### src/rtl/dmem_arb_pkg.sv
// Shared types, constants and the byte-lane merge helper for the data-memory arbiter.
package dmem_arb_pkg;

  typedef enum logic {
    IDLE   = 1'b0,
    RMW_WR = 1'b1
  } arb_state_e;

  localparam int PORT0 = 0;
  localparam int PORT1 = 1;

  localparam logic [3:0] BE_FULL = 4'hF;
  localparam logic [3:0] BE_NONE = 4'h0;

  // One requester's transaction, bundled so the granted port can be selected in one mux.
  typedef struct packed {
    logic        we;
    logic [31:0] addr;
    logic [31:0] wdata;
    logic [3:0]  be;
  } port_req_t;

  // Takes each byte lane from new_word where be is set, otherwise keeps old_word.
  function automatic logic [31:0] byte_merge(input logic [31:0] old_word,
                                             input logic [31:0] new_word,
                                             input logic [3:0]  be);
    logic [31:0] merged;
    merged = old_word;
    for (int i = 0; i < 4; i++) begin
      if (be[i]) merged[8*i +: 8] = new_word[8*i +: 8];
    end
    return merged;
  endfunction

  function automatic logic is_partial_write(input port_req_t r);
    return r.we && (r.be != BE_FULL) && (r.be != BE_NONE);
  endfunction

endpackage

### src/rtl/rr_arb2.sv
// Two-input arbiter: fixed priority to input 0, or round-robin driven by the last granted input.
module rr_arb2 #(
  parameter bit FIXED_PRIO = 1'b0
) (
  input  logic       clk,
  input  logic       rst_n,
  input  logic [1:0] req,
  input  logic       en,
  output logic [1:0] gnt
);

  // 1 means input 1 won most recently, so input 0 takes the next tie.
  logic last_gnt;

  always_comb begin
    // NOTE: every output of a combinational block gets a default first, so no path leaves it unassigned (no latch).
    gnt = 2'b00;
    if (en) begin
      case (req)
        2'b01:   gnt = 2'b01;
        2'b10:   gnt = 2'b10;
        2'b11:   gnt = (FIXED_PRIO || last_gnt) ? 2'b01 : 2'b10;
        default: gnt = 2'b00;
      endcase
    end
  end

  always_ff @(posedge clk) begin
    // NOTE: clocked state uses non-blocking assignments so every flop samples pre-edge values.
    if (!rst_n) begin
      last_gnt <= 1'b1;
    end else if (gnt[1]) begin
      last_gnt <= 1'b1;
    end else if (gnt[0]) begin
      last_gnt <= 1'b0;
    end
  end

endmodule

### src/rtl/dmem_arbiter.sv
// Shares one word-wide single-port data memory between the LSU (port 0) and DMA (port 1),
// sequencing sub-word writes as a two-cycle read-modify-write.
module dmem_arbiter
  import dmem_arb_pkg::*;
#(
  parameter bit FIXED_PRIO = 1'b0
) (
  input  logic        clk,
  input  logic        rst_n,

  input  logic        p0_req,
  input  logic        p0_we,
  input  logic [31:0] p0_addr,
  input  logic [31:0] p0_wdata,
  input  logic [3:0]  p0_be,
  output logic        p0_gnt,
  output logic        p0_rvalid,
  output logic [31:0] p0_rdata,

  input  logic        p1_req,
  input  logic        p1_we,
  input  logic [31:0] p1_addr,
  input  logic [31:0] p1_wdata,
  input  logic [3:0]  p1_be,
  output logic        p1_gnt,
  output logic        p1_rvalid,
  output logic [31:0] p1_rdata,

  output logic        mem_read,
  output logic        mem_write,
  output logic [31:0] mem_addr,
  output logic [31:0] mem_wdata,
  input  logic [31:0] mem_rdata
);

  arb_state_e  state;
  logic [31:0] rmw_addr;
  logic [31:0] rmw_data;

  logic [1:0]  req;
  logic [1:0]  gnt;
  logic        grant_en;
  port_req_t   p0_bus;
  port_req_t   p1_bus;
  port_req_t   sel;

  assign req      = {p1_req, p0_req};
  // Grants are combinational so the memory access lands in the same cycle; reset blocks them.
  assign grant_en = rst_n && (state == IDLE);

  rr_arb2 #(
    .FIXED_PRIO (FIXED_PRIO)
  ) u_arb (
    .clk   (clk),
    .rst_n (rst_n),
    .req   (req),
    .en    (grant_en),
    .gnt   (gnt)
  );

  assign p0_gnt = gnt[PORT0];
  assign p1_gnt = gnt[PORT1];

  assign p0_bus = '{we: p0_we, addr: p0_addr, wdata: p0_wdata, be: p0_be};
  assign p1_bus = '{we: p1_we, addr: p1_addr, wdata: p1_wdata, be: p1_be};
  assign sel    = gnt[PORT1] ? p1_bus : p0_bus;

  always_comb begin
    mem_read  = 1'b0;
    mem_write = 1'b0;
    mem_addr  = '0;
    mem_wdata = '0;
    if (state == RMW_WR) begin
      // A reset landing on the write half abandons the merged word.
      if (rst_n) begin
        mem_write = 1'b1;
        mem_addr  = rmw_addr;
        mem_wdata = rmw_data;
      end
    end else if (gnt != 2'b00) begin
      if (!sel.we) begin
        mem_read = 1'b1;
        mem_addr = sel.addr;
      end else if (sel.be == BE_FULL) begin
        mem_write = 1'b1;
        mem_addr  = sel.addr;
        mem_wdata = sel.wdata;
      end else if (sel.be != BE_NONE) begin
        mem_read = 1'b1;
        mem_addr = sel.addr;
      end
    end
  end

  always_ff @(posedge clk) begin
    if (!rst_n) begin
      state     <= IDLE;
      rmw_addr  <= '0;
      rmw_data  <= '0;
      p0_rvalid <= 1'b0;
      p1_rvalid <= 1'b0;
      p0_rdata  <= '0;
      p1_rdata  <= '0;
    end else begin
      p0_rvalid <= gnt[PORT0] && !p0_we;
      p1_rvalid <= gnt[PORT1] && !p1_we;
      if (gnt[PORT0] && !p0_we) p0_rdata <= mem_rdata;
      if (gnt[PORT1] && !p1_we) p1_rdata <= mem_rdata;

      case (state)
        IDLE: begin
          if ((gnt != 2'b00) && is_partial_write(sel)) begin
            rmw_addr <= sel.addr;
            rmw_data <= byte_merge(mem_rdata, sel.wdata, sel.be);
            state    <= RMW_WR;
          end
        end
        RMW_WR:  state <= IDLE;
        default: state <= IDLE;
      endcase
    end
  end

endmodule

### config.mk
export PLATFORM = sky130hd
export DESIGN_NAME = dmem_arbiter
export DESIGN_NICKNAME = d
export VERILOG_FILES = /design/src/rtl/dmem_arb_pkg.sv /design/src/rtl/rr_arb2.sv /design/src/rtl/dmem_arbiter.sv
export SDC_FILE = /design/constraint.sdc
export NUM_CORES = 1
export LEC_CHECK = 0
export ABC_CLOCK_PERIOD_IN_PS = 2970
export BUFFER_PORTS_ARGS = -buffer_cell sky130_fd_sc_hd__buf_2
export CAP_MARGIN = 20
export CORE_MARGIN = 3
export CORE_UTILIZATION = 48
export CTS_CLUSTER_SIZE = 30
export DETAILED_ROUTE_END_ITERATION = 10
export GPL_ROUTABILITY_DRIVEN = 0
export PLACE_DENSITY = 0.84
export SYNTH_ARGS = -nofsm -noshare
export SYNTH_HDL_FRONTEND = slang
export SYNTH_SLANG_ARGS = --single-unit
### constraint.sdc
create_clock -name clk -period 2.97 [get_ports clk]
set_clock_uncertainty 0.1 [all_clocks]
set_input_delay 0.594 -clock clk [delete_from_list [all_inputs] [get_ports clk]]
set_output_delay 0.594 -clock clk [all_outputs]
set_load 0.05 [all_outputs]
==> summary.txt, run 1 <==
Critical path
  – Worst EP required: 2.28 ns
  – CP Cell Sequence: and2b_4 > nand2_2 > buf_4 > inv_4 > buf_16 > mux2i_1 > o21ai_1 > clkbuf_4
  – Crit start category: register
  – Critical-path top delay cell: dfxtp_2
  – CP arrival: 2.27 ns
  – Critical path peak fanout: 16
  – Delay-heaviest family, CP: buffers and inverters
  – Worst r2r path cells: 10
  – Crit. End Element: primary output
  – Critical Path Max Stage Delay: 0.33 ns
  – Number of buffers and inverters on the critical path: 4
  – Worst path depth: 8
  – Critical path class: reg -> out

Synthesis
  – Netlist Area Pre-Place: 6830 um2
  – Post-synth EDFFs: 0
  – Asr flop ratio synth: 0%
  – Register bit total from synthesis: 132
  – Area share of the largest cell type after synthesis: 38.7%
  – Synth Warn #: 0
  – Leading area contributor after synthesis: dfxtp_1
  – Synth unique cells: 39
  – Top_reg_cell synth: dfxtp_1
  – Synth Net Count: 1064
  – Sequential-to-total area share from yosys stat: 38.7%
  – Avg Cell Area, Syn: 7.68 um2
  – Syn Inst Count: 890
  – Largest cells by area after synthesis: dfxtp_1, nand2_1, a21boi_0

Worst hold path
  – Hold Path Stages: 2
  – Hold Path Class: reg -> reg

Power and ir drop
  – Switch share: 31.1%
  – Int Power: 3430 uW
  – Maximum vdd drop: 421 uV
  – NetSw: 1550 uW
  – Clock Power Share: 40.2%
  – Combinational Power Share: 21.1%
  – PD cells: 533 nW/um2
  – Pleak: 0.00450 uW
  – Sequential fraction of design power: 38.7%

Die
  – Die Y: 125 um
  – Initial Util: 50.4%
  – Row count: 42
  – Core box area: 13600 um2
  – IO Pins: 308
  – Die area: 15700 um2
  – Chip width: 125 um

Clock tree
  – Clock Tree Root: clkbuf_16
  – Clock-pin slew on the worst setup and hold paths: 0.06 ns
  – Clk_lat worst skew: 0.41 ns
  – Clock buffer count from CTS: 17
  – H-tree depth: 4
  – CTS Hold Bufs: 0
  – Clock Path Buffers: 2
  – Total clock sinks: 132
  – CTS tree: yes

Global route
  – Antenna violations before repair: 1
  – First-pass GRT wire length: 37.0 mm
  – Vias in the first global route: 7039
  – Pin count of the biggest net entering global routing: 73
  – GRT Util Overall: 28.8%
  – Global route total overflow: 0

Route
  – Initial drt markers: 876
  – Post-Route WL: 24.5 mm
  – DR pass1 iterations: 5
  – Vias per cell: 5.77
  – Via count: 7847
  – DRC: 0
  – DR WL/cell: 18.0 um
  – Post-DRT Antenna Nets: 0

STA
  – # setup viols final: 0
  – Slew headroom: 56.1%
  – RSZ-0062 raised after global routing: true
  – Fin crit share: 99.9%
  – Max-slew violation count: 0
  – Post-Route Setup TNS: 0 ns
  – Setup WS post-layout: 0.00407 ns
  – Fmax: 337 MHz
  – Post-route minimum period: 2.97 ns
  – Slew @ Worst Pin: 0.658 ns
  – Hold Fails Final Rpt: 0

Placement
  – Post-DP HPWL: 17.4 mm
  – Placed Area: 8570 um2
  – Pre-CTS setup slack: 0.0558 ns
  – Port bufs: 307
  – Dpl cells: 1325

Finish
  – Final instance area: 9350 um2
  – Post-Layout Cell Count: 1359
  – Layout Area Growth over Synthesis: 36.8%
  – Nets@finish: 1343
  – Most frequent cells in the layout: nand2_1, buf_2, dfxtp_1
  – Most common cell after layout, fill and taps aside: nand2_1
  – Final Core Density: 69.0%
  – Layout cells sized above 1: 33.2%

Run
  – Max Cap Viol: 0

Run status
  – Outcome: complete, no violations
==> routing by layer <==
metal | up-vias | global-route usage [%] | routed length [um]
met4 | 0 | 9.31 | 641
met2 | 478 | 49.4 | 12200
met3 | 56 | 6.18 | 2110
li1 | 3657 | - | -
met5 | - | 0 | 0
met1 | 3656 | 36.1 | 9520
==> path summary, 6_finish.rpt <==
kind / start / to / slack (ns)
max: state / mem_addr[12] / 0.004
min: p0_rdata[30] / p0_rdata[30] / 0.36
max reg2reg: state / p1_rdata[2] / 0.71
min reg2reg: p0_rdata[30] / p0_rdata[30] / 0.36
==> registers in the layout, summed over array words and instances, names as in the netlist <==
name	flops
p0_rdata	32
u_arb.last_gnt	1
rmw_data	32
p1_rvalid	1
p1_rdata	32
state	1
rmw_addr	32
p0_rvalid	1
==> timing repair <==
action | CTS | global route
buffers inserted | 0 | 0
cloned | 0 | 1
pin swaps | 0 | 0
resized for setup | 31 | 58
setup endpoints to repair | 27 | 64
==> synth_stat cells, types with 2 or more instances <==
master    number
buf_6          4
nand2b_1       2
a21boi_0      60
clkbuf_1      48
buf_2         21
a41oi_1       32
inv_1          4
nand2_1      322
o211a_1       32
dfxtp_1      132
nand3_1       64
mux2i_1       36
buf_4          6
o21ai_0       53
a21boi_1       4
nand4_1        3
o21ai_1       14
a22o_1        32
==> power by group through the flow <==
stage | Combinational [uW] | Clock (uW) | Sequential (uW)
after global placement | 980 | 0 | 1960
after CTS | 1010 | 2020 | 1920
final | 1050 | 2000 | 1930
after global routing | 1120 | 2100 | 1930
after detailed placement | 998 | 0 | 1960
after floorplan | 563 | 0 | 2040
==> cell families after synthesis <==
group | count (synthesis) | synth area share, %
buffers and inverters | 85 | 5.82
AND/OR/NAND/NOR | 402 | 24.0
flip-flops | 132 | 38.7
multiplexers | 38 | 5.64
AO/OA/AOI/OAI | 233 | 25.8
==> per-stage QoR <==
stage	hold slack [ns]	power (uW)
after floorplan	0.366	2600
after global placement	0.338	2940
after detailed placement	0.347	2960
after CTS	0.341	4950
after global routing	0.355	5160
final	0.355	4980
==> layout make-up <==
class | count | area [um2]
inverter | 5 | 21.3
timing repair buffer | 340 | 2060
multi-input combinational | 673 | 3840
antenna | 1 | 2.50
clock buffer | 21 | 460
tap | 176 | 220
fill | 1131 | 4210
clock inverter | 11 | 104
sequential | 132 | 2640
==> tightest hold or removal path, delay by kind of cell, from the launching register on <==
family / cells / cell delay [ns]
DFF: 1 / 0.31
AOI/OAI and AO/OA: 1 / 0.05
and+or+nand+nor: 1 / 0.05
No activity file was read; power rests on OpenSTA's default activity.
==> run 2: changes to the inputs <==
--- a/config.mk
+++ b/config.mk
@@ -14,6 +14,7 @@
 export DETAILED_ROUTE_END_ITERATION = 10
 export GPL_ROUTABILITY_DRIVEN = 0
 export PLACE_DENSITY = 0.84
+export RECOVER_POWER = 25
 export SYNTH_ARGS = -nofsm -noshare
 export SYNTH_HDL_FRONTEND = slang
 export SYNTH_SLANG_ARGS = --single-unit
==> run 2 against run 1 <==
Effect of this change: sequential cell count unchanged; sequential power about the same; critical path depth unchanged; combinational power about the same; critical path type unchanged; largest power group unchanged.
==> summary.txt, run 2 (synthesis gave the netlist of run 1 again) <==
Route
  – Vias per cell: 5.73 (-0.83%)
  – Initial drt markers: 816 (-6.8%)
  – DR pass1 iterations: 6 (+1)
  – Via count: 7782 (-0.83%)
  – DRC: 0 (unchanged)
  – Post-DRT Antenna Nets: 0 (unchanged)
  – Post-Route WL: 24.4 mm (-0.52%)
  – DR WL/cell: 17.9 um (-0.52%)
  – Met3 Wirelength: 2.15 mm (+1.8%)
  – M1 wire length: 9.35 mm (-1.8%)
  – Met2 Wirelength: 12.3 mm (+0.47%)
  – Top sig layer: met4

Finish
  – Most common cell after layout, fill and taps aside: nand2_1
  – Layout cells sized above 1: 28.2% (-5.0 points)
  – Final instance area: 9270 um2 (-0.80%)
  – Storage cell area: 2640 um2 (unchanged)
  – Area of the multi-input gates: 3840 um2 (unchanged)
  – Nets@finish: 1343 (unchanged)
  – Filler instances: 1172 (+3.6%)
  – Final Core Density: 68.4% (-0.55 points)
  – Layout Area Growth over Synthesis: 35.8%
  – Most frequent cells in the layout: nand2_1, buf_2, dfxtp_1

Die
  – IO Pins: 308 (unchanged)
  – Die area: 15700 um2 (unchanged)
  – Core box area: 13600 um2 (unchanged)
  – Die Y: 125 um (unchanged)
  – Initial Util: 50.4% (unchanged)
  – Chip width: 125 um (unchanged)
  – Row count: 42 (unchanged)

Clock tree
  – Post-CTS Setup Inserts: 0 (unchanged)
  – Clock buffer count from CTS: 17 (unchanged)
  – Clock Path Buffers: 2 (unchanged)
  – CTS tree: yes
  – Clock-pin slew on the worst setup and hold paths: 0.06 ns (about the same)
  – Total clock sinks: 132 (unchanged)
  – Clk_lat worst skew: 0.41 ns (about the same)
  – H-tree depth: 4 (unchanged)
  – Clock Tree Root: clkbuf_16

Power and ir drop
  – Pleak: 0.00425 uW (-5.5%)
  – Sequential fraction of design power: 38.8% (about the same)
  – Switch share: 31.0% (about the same)
  – NetSw: 1540 uW (-0.26%)
  – Maximum vdd drop: 420 uV (about the same)
  – PD cells: 536 nW/um2 (+0.61%)
  – Clock Power Share: 40.3% (about the same)
  – Int Power: 3430 uW (-0.17%)
  – Combinational Power Share: 21.0% (about the same)

Placement
  – Placed Area: 8570 um2 (unchanged)
  – Port bufs: 307 (unchanged)
  – Post-DP HPWL: 17.4 mm (unchanged)

STA
  – Post-route minimum period: 2.96 ns (-0.00447 ns)
  – Hold Fails Final Rpt: 0 (unchanged)
  – Min Hold Slack: 0.355 ns (+0.000395 ns)
  – Max-slew violation count: 0 (unchanged)
  – Slew headroom: 15.7% (-40 points)
  – # setup viols final: 0 (unchanged)
  – Fmax: 338 MHz (+0.15%)
  – Slew @ Worst Pin: 1.27 ns (+0.607 ns)
  – RSZ-0062 raised after global routing: true
  – Fin crit share: 99.7% (-0.15 points)

Critical path
  – CP arrival: 2.27 ns (about the same)
  – Worst EP required: 2.28 ns (about the same)
  – Critical path class: reg -> out
  – Crit start category: register
  – Critical path peak fanout: 16 (unchanged)
  – Crit. End Element: primary output

Global route
  – Antenna violations before repair: 1 (unchanged)
  – First-pass GRT wire length: 37.0 mm (unchanged)
  – Pin count of the biggest net entering global routing: 73 (unchanged)
  – Global route total overflow: 0 (unchanged)
  – Vias in the first global route: 7039 (unchanged)
  – GRT Util Overall: 28.8% (unchanged)

Worst hold path
  – Hold Path Class: reg -> reg

Run
  – Max Cap Viol: 0 (unchanged)

Run status
  – Outcome: complete, no violations
## run 2: cell types whose count changed in the layout (fill, tap and decap cells not counted), sizes merged
cell / previous run / this run
clkbuf: 38 / 97
buf: 323 / 264
## run 2: worst paths after layout
| path | startpoint | cells after the start | slack [ns] | to |
|---|---|---|---|---|
| setup / recovery | state | 8 | 0.009 | mem_addr[12] |
| hold / removal | p0_rdata[30] | 2 | 0.36 | p0_rdata[30] |
| setup reg to reg | state | 6 | 0.72 | p0_rdata[8] |
| hold reg to reg | p0_rdata[30] | 2 | 0.36 | p0_rdata[30] |
## run 2: power groups by stage
stage	clock, uW	combinational [uW]	sequential (uW)
6_report	2000	1040	1930
4_1_cts	2020	1010	1920
5_1_grt	2100	1110	1930
2_1_floorplan	0	563	2040
3_3_place_gp	0	980	1960
3_5_place_dp	0	998	1960
## run 2: area by class of cell
class	instances	area share, %
multi-input combinational	673	41.4
sequential	132	28.5
timing repair buffer	340	21.4
clock buffer	21	4.96
tap	176	2.37
clock inverter	11	1.12
inverter	5	0.229
antenna	1	0.0270
## run 2: what timing repair did
| action | in CTS | in global routing |
|---|---|---|
| endpoints found under the setup margin | 27 | 64 |
| resized for setup | 31 | 58 |
| gates cloned | 0 | 1 |
| hold buffers | 0 | 0 |
## run 2: layer usage
layer | up-vias | track usage (%)
met5 | - | 0
met4 | 0 | 9.31
met3 | 49 | 6.18
met2 | 462 | 49.4
met1 | 3610 | 36.1
li1 | 3661 | -
## run 2: metrics by stage
stage | total power [uW] | instances | setup WS [ns] | setup TNS (ns)
6_report | 4970 | 1359 | 0.00854 | 0
5_1_grt | 5150 | 1359 | -0.0870 | -0.158
4_1_cts | 4950 | 1357 | 0.000468 | 0
3_5_place_dp | 2960 | 1325 | 0.0558 | 0
3_3_place_gp | 2940 | 1325 | 0.0980 | 0
2_1_floorplan | 2600 | 890 | -0.307 | -5.09
## run 2: worst max-delay path, stage by stage, from the launching register on
cell and delay, ns:
dfxtp_2 0.33, and2b_4 0.28, nand2_2 0.07, buf_4 0.16, inv_4 0.14, buf_16 0.19
mux2i_1 0.31, o21ai_1 0.13, clkbuf_4 0.23
